[src/rtl/narrow_check.sv]
// narrow_check: narrows an N_WIDE-bit two's-complement value to N_NARROW
// signed bits, flags values that do not fit, and buffers results in a
// 2-entry FIFO with valid/ready on both sides. Overflow events accepted on
// the input side are tallied in a saturating counter and a sticky flag.
//
// Optional build macro: NARROW_SATURATE_EN
//   defined   -> overflowing inputs saturate to max positive / min negative
//   undefined -> overflowing inputs are plainly truncated
module narrow_check #(
    parameter int N_WIDE   = 32,
    parameter int N_NARROW = 17,
    parameter int CNT_W    = 8
) (
    input  logic                clock,
    input  logic                reset,
    input  logic                in_valid,
    output logic                in_ready,
    input  logic [N_WIDE-1:0]   in_data,
    output logic                out_valid,
    input  logic                out_ready,
    output logic [N_NARROW-1:0] out_data,
    output logic                out_ovf,
    output logic [N_WIDE-1:0]   out_sx,
    input  logic                clr_ovf,
    output logic                ovf_sticky,
    output logic [CNT_W-1:0]    ovf_count
);

    localparam int EXT_W = N_WIDE - N_NARROW;

    logic [N_WIDE-N_NARROW:0] top_bits;
    logic                     in_ovf;
    logic [N_NARROW-1:0]      in_narrow;

    logic [N_NARROW-1:0] data_q [2];
    logic                ovf_q  [2];
    logic                wr_ptr_q, wr_ptr_d;
    logic                rd_ptr_q, rd_ptr_d;
    logic [1:0]          count_q, count_d;
    logic [N_NARROW-1:0] out_data_q, out_data_d;
    logic                out_ovf_q, out_ovf_d;
    logic [CNT_W-1:0]    ovf_count_q, ovf_count_d;
    logic                ovf_sticky_q, ovf_sticky_d;
    logic                push, pop;

    // Fit check and narrowing of the incoming value.
    always_comb begin
        top_bits  = in_data[N_WIDE-1:N_NARROW-1];
        in_ovf    = ~((&top_bits) | ~(|top_bits));
        in_narrow = in_data[N_NARROW-1:0];
`ifdef NARROW_SATURATE_EN
        if (in_ovf) begin
            in_narrow = in_data[N_WIDE-1] ? {1'b1, {(N_NARROW-1){1'b0}}}
                                          : {1'b0, {(N_NARROW-1){1'b1}}};
        end
`endif
    end

    // in_ready depends only on occupancy (and reset), so a pop never
    // frees a slot for a same-cycle push.
    assign in_ready  = ~reset & ~count_q[1];
    assign out_valid = (count_q != 2'd0);
    assign push      = in_valid & in_ready;
    assign pop       = out_valid & out_ready;

    // FIFO pointer/occupancy next state and the next head entry.
    always_comb begin
        wr_ptr_d   = wr_ptr_q;
        rd_ptr_d   = rd_ptr_q;
        count_d    = count_q;
        out_data_d = out_data_q;
        out_ovf_d  = out_ovf_q;
        if (push) wr_ptr_d = ~wr_ptr_q;
        if (pop)  rd_ptr_d = ~rd_ptr_q;
        case ({push, pop})
            2'b10:   count_d = count_q + 2'd1;
            2'b01:   count_d = count_q - 2'd1;
            default: count_d = count_q;
        endcase
        // Output registers track the next head; when empty they hold.
        if (count_d != 2'd0) begin
            if (push && (wr_ptr_q == rd_ptr_d)) begin
                out_data_d = in_narrow;
                out_ovf_d  = in_ovf;
            end else begin
                out_data_d = data_q[rd_ptr_d];
                out_ovf_d  = ovf_q[rd_ptr_d];
            end
        end
    end

    // Overflow accounting on acceptance; clear and count combine when coincident.
    always_comb begin
        ovf_count_d  = ovf_count_q;
        ovf_sticky_d = ovf_sticky_q;
        if (clr_ovf) begin
            ovf_count_d  = '0;
            ovf_sticky_d = 1'b0;
        end
        if (push && in_ovf) begin
            ovf_sticky_d = 1'b1;
            if (ovf_count_d != {CNT_W{1'b1}}) ovf_count_d = ovf_count_d + 1'b1;
        end
    end

    // State registers with synchronous reset.
    always_ff @(posedge clock) begin
        if (reset) begin
            data_q[0]    <= '0;
            data_q[1]    <= '0;
            ovf_q[0]     <= 1'b0;
            ovf_q[1]     <= 1'b0;
            wr_ptr_q     <= 1'b0;
            rd_ptr_q     <= 1'b0;
            count_q      <= 2'd0;
            out_data_q   <= '0;
            out_ovf_q    <= 1'b0;
            ovf_count_q  <= '0;
            ovf_sticky_q <= 1'b0;
        end else begin
            if (push) begin
                data_q[wr_ptr_q] <= in_narrow;
                ovf_q[wr_ptr_q]  <= in_ovf;
            end
            wr_ptr_q     <= wr_ptr_d;
            rd_ptr_q     <= rd_ptr_d;
            count_q      <= count_d;
            out_data_q   <= out_data_d;
            out_ovf_q    <= out_ovf_d;
            ovf_count_q  <= ovf_count_d;
            ovf_sticky_q <= ovf_sticky_d;
        end
    end

    assign out_data   = out_data_q;
    assign out_ovf    = out_ovf_q;
    assign out_sx     = {{EXT_W{out_data_q[N_NARROW-1]}}, out_data_q};
    assign ovf_count  = ovf_count_q;
    assign ovf_sticky = ovf_sticky_q;

endmodule

[config.mk]
export PLATFORM = sky130hd
export DESIGN_NAME = narrow_check
export DESIGN_NICKNAME = d
export VERILOG_FILES = /design/src/rtl/narrow_check.sv
export SDC_FILE = /design/constraint.sdc
export NUM_CORES = 1
export LEC_CHECK = 0
export ABC_AREA = 1
export BUFFER_PORTS_ARGS = -buffer_cell sky130_fd_sc_hd__buf_4
export CAP_MARGIN = 20
export CORE_MARGIN = 2
export CORE_UTILIZATION = 53
export CTS_BUF_LIST = sky130_fd_sc_hd__clkbuf_16
export CTS_CLUSTER_DIAMETER = 100
export DETAILED_ROUTE_END_ITERATION = 16
export PLACE_DENSITY_LB_ADDON = 0.3
export SETUP_SLACK_MARGIN = 0.2
export SLEW_MARGIN = 5
export SYNTH_ARGS = -nofsm -noshare
export SYNTH_HDL_FRONTEND = slang
export SYNTH_SLANG_ARGS = --single-unit
[constraint.sdc]
create_clock -name clock -period 1.95 [get_ports clock]
set_input_delay 0.2925 -clock clock [delete_from_list [all_inputs] [get_ports clock]]
set_output_delay 0.2925 -clock clock [all_outputs]
set_load 0.01 [all_outputs]
==> metrics.md <==
| Metric | Value |
|---|---|
| Hold_buf cts | 0 |
| DRC | 0 |
| R2R Setup Slk | 0.11 ns |
| Core box area | 6790 sq um |
| Critical path type | reg2reg |
| Syn Area/Cell | 7.38 sq um |
| Post-route ant nets | 0 |
| Internal power | 0.00411 W |
| Crit. Startpoint | count_q[1] |
| CP Capture Type | register |
| Die Ht | 87.6 um |
| Combinational group share of total power | 44.9% |
| #FFs+latches synth | 67 |
| Critical Path Fanout Max | 17 |
| Die width | 87.6 um |
| Filler instances | 566 |
| First-pass GRT wire length | 15300 um |
| Ant. Diodes | 0 |
| Final Critical Period | 1.84 ns |
| Maximum clock rate | 544 MHz |
| CTS tree | done |
| Peak supply drop | 850 uV |
| TritonCTS Buffers | 9 |
| R2r worst-path depth | 12 |
| Sw Share | 37.2% |
| Syn Nets | 540 |
| RSZ-0062 raised after global routing | yes |
| Clock power share | 25.9% |
| Clock root cell | clkbuf_16 |
| Input/output buffers | 97 |
| Fin crit share | 94.2% |
| Initial Util | 54.5% |
| First drt pass iteration count | 4 |
| Register area share after synthesis | 45.9% |
| Rel. slew slack | 64.5% |
| Share of cells above drive strength 1 | 25.8% |
| Fin cells | 681 |
| CP max-delay cell | dfxtp_2 |
| CP most frequent cell | nand3_1 |
| Cell area after synthesis | 3710 sq um |
| Drt wl/cell | 13.9 um |
| Startpoint types | register |
| NetSw | 0.00244 W |
| DR vias/cell | 5.10 |
| Share of power burned in registers | 29.2% |
| CP Capture Point | out_data[9] |
| Synth unique cells | 26 |
| I/O Pins | 98 |
| # nets final | 618 |
| Req. time, crit path | 2.17 ns |
| Slew Viols, Final | 0 |
| Pwr/cell area | 1400 nW/um^2 |
| Initial DRC Count | 218 |
| Vias in the first global route | 3311 |
| Total wire length | 9490 um |
| Worst slew pin tran | 0.532 ns |
| Cell Chain, Critical Path | o21ai_2 > inv_2 > ha_4 > or2_1 > nand3_1 > nand2_2 > nand3_4 > buf_12 > buf_4 > nand3_1 > nand2_1 > inv_1 |
| Worst min-delay path category | in2reg |
| Clk pin slew, worst setup/hold paths | 0.06 ns |
| Largest net degree at the start of global routing | 32 |
| Area grow syn2layout | 26.6% |
| Worst-skew pair later-pin latency | 0.32 ns |
| Clock Tree Buf Depth | 2 |
| CTS sink cnt | 67 |
| R2r startpoint | count_q[1] |
| Yosys synthesis warning count | 0 |
| GR Util All Layers | 25.8% |
| DP HPWL | 5920 um |
| Detailed-route via count | 3472 |
| Final setup viols | 0 |
| Syn Inst Count | 502 |
| H-Tree Depth | 3 |
| Leak | 2.35 nW |
| Placed cell count | 658 |
| Final hold violation count | 0 |
| Final Skew | 0.00820 ns |
| GRT Residual Overflow | 0 |
| Setup TNS | 0 ns |
| Initial antenna violation count | 0 |
| Worst reg2reg endpoint | out_data[9] |
| GPL Wtd Cong | 0.837 |
| Max-Cap Viols | 0 |
| Row cnt | 30 |
| Die Area | 7680 sq um |
| Max stage delay on crit path | 0.35 ns |
| Worst Path Arrival | 2.06 ns |
| Status | complete, no violations |
-- cells in the mapped netlist, drive strengths merged --
| cell | instances | share of area [%] |
|---|---|---|
| ha | 1 | 0.34 |
| buf | 42 | 9.0 |
| nand2 | 155 | 16 |
| edfxtp | 36 | 29 |
| dfxtp | 31 | 17 |
| xor2 | 1 | 0.24 |
| clkbuf | 4 | 1.0 |
| nand3b | 1 | 0.20 |
| a21oi | 11 | 1.5 |
| nand3 | 56 | 8.4 |
| nand4 | 2 | 0.34 |
| or2 | 1 | 0.17 |
| nor2 | 103 | 11 |
| o21ai | 4 | 0.54 |
| dlygate4sd1 | 1 | 0.24 |
| inv | 53 | 5.4 |
-- layout by cell type, fill, tap and decap left out --
master | synthesis | layout
nand2_1 | 149 | 146
buf_4 | 32 | 112
nor2_1 | 100 | 98
nand3_1 | 53 | 53
inv_1 | 52 | 52
edfxtp_1 | 36 | 36
dfxtp_1 | 31 | 30
a21oi_1 | 11 | 11
clkbuf_16 | 0 | 9
nand2_2 | 6 | 8
nor2_2 | 3 | 4
o21ai_0 | 3 | 3
inv_2 | 1 | 2
nand3_4 | 2 | 2
nand4_1 | 2 | 2
clkinv_2 | 0 | 2
bufinv_16 | 0 | 2
o21ai_2 | 0 | 1
nor2_4 | 0 | 1
nand2_4 | 0 | 1
or2_1 | 1 | 1
xor2_2 | 0 | 1
nand3_2 | 1 | 1
nand3b_1 | 1 | 1
ha_4 | 0 | 1
clkinvlp_4 | 0 | 1
clkinv_1 | 0 | 1
buf_16 | 0 | 1
dfxtp_2 | 0 | 1
buf_12 | 0 | 1
-- metrics by stage --
stage	power, W	util (%)	worst slack (ns)	hold slack (ns)	area [sq um]
after floorplan	0.00396	-	0.210	0.481	3730
after global placement	0.00448	63.1	0.158	0.453	4290
after detailed placement	0.00457	63.1	0.0494	0.471	4290
after CTS	0.00649	68.7	0.146	0.283	4670
after global routing	0.00694	69.0	0.0126	0.299	4690
final	0.00655	69.0	0.113	0.296	4690
-- flip-flops by register name, indices dropped and copies added, names as in the netlist --
name,flops
rd_ptr_q,1
count_q,2
out_data,17
wr_ptr_q,1
ovf_q,2
out_ovf,1
ovf_count,8
data_q,34
ovf_sticky,1
-- critical path, delay by kind of cell (launching register included) --
kind	cells	cell delay, ns
compound gates	1	0.17
buf+inv	4	0.39
flops	1	0.35
fa+ha+maj	1	0.15
simple gates	6	0.66
-- power by group through the flow --
stage | registers, W | clock network (W) | logic, W
after global routing | 0.00194 | 0.00176 | 0.00323
final | 0.00191 | 0.00170 | 0.00294
after detailed placement | 0.00193 | 0 | 0.00264
after floorplan | 0.00197 | 0 | 0.00199
after global placement | 0.00192 | 0 | 0.00257
after CTS | 0.00191 | 0.00170 | 0.00288
-- cell families (layout without fill, tap and decap cells) --
kind of cell	after synthesis	in the layout	share of synthesized area, %
and+or+nand+nor	318	318	35.8
xor gates and xnor gates	1	1	0.236
DFF	67	67	45.9
adders and majority gates	1	1	0.338
buffers and inverters	100	183	15.7
AOI/OAI and AO/OA	15	15	2.03
-- worst min-delay path by stage --
stage	startpoint	cells after the start	slack, ns	to
floorplan	clr_ovf	3	0.48	ovf_count[1]
global placement	ovf_sticky	2	0.45	ovf_sticky
detailed placement	ovf_sticky	2	0.47	ovf_sticky
CTS	in_data[6]	3	0.28	data_q[0][6]
global route	in_data[15]	3	0.30	data_q[0][15]
finish	in_data[8]	3	0.30	data_q[1][8]
-- timing repair --
item / CTS / global route
gates resized for setup: 5 / 4
setup endpoints to repair: 18 / 18
cloned: 1 / 0
pin swaps: 4 / 2
buffers inserted: 4 / 2
-- layer usage --
| layer | track usage, % | up-vias | share of wire [%] |
|---|---|---|---|
| li1 | - | 1690 | - |
| met1 | 30.7 | 1594 | 40 |
| met2 | 46.8 | 169 | 51 |
| met3 | 4.81 | 19 | 6.9 |
| met4 | 8.67 | 0 | 1.9 |
| met5 | 0 | - | 0 |
-- layout make-up --
cell class	count	area, sq um	share of cell area, %
Inverter	53	199	4.24
Sequential cell	67	1700	36.3
Multi-Input combinational cell	335	1470	31.3
Clock inverter	7	85.1	1.81
Tap cell	96	120	2.56
Clock buffer	9	225	4.80
Timing Repair Buffer	114	888	18.9
(Power assumes the default switching activity.)
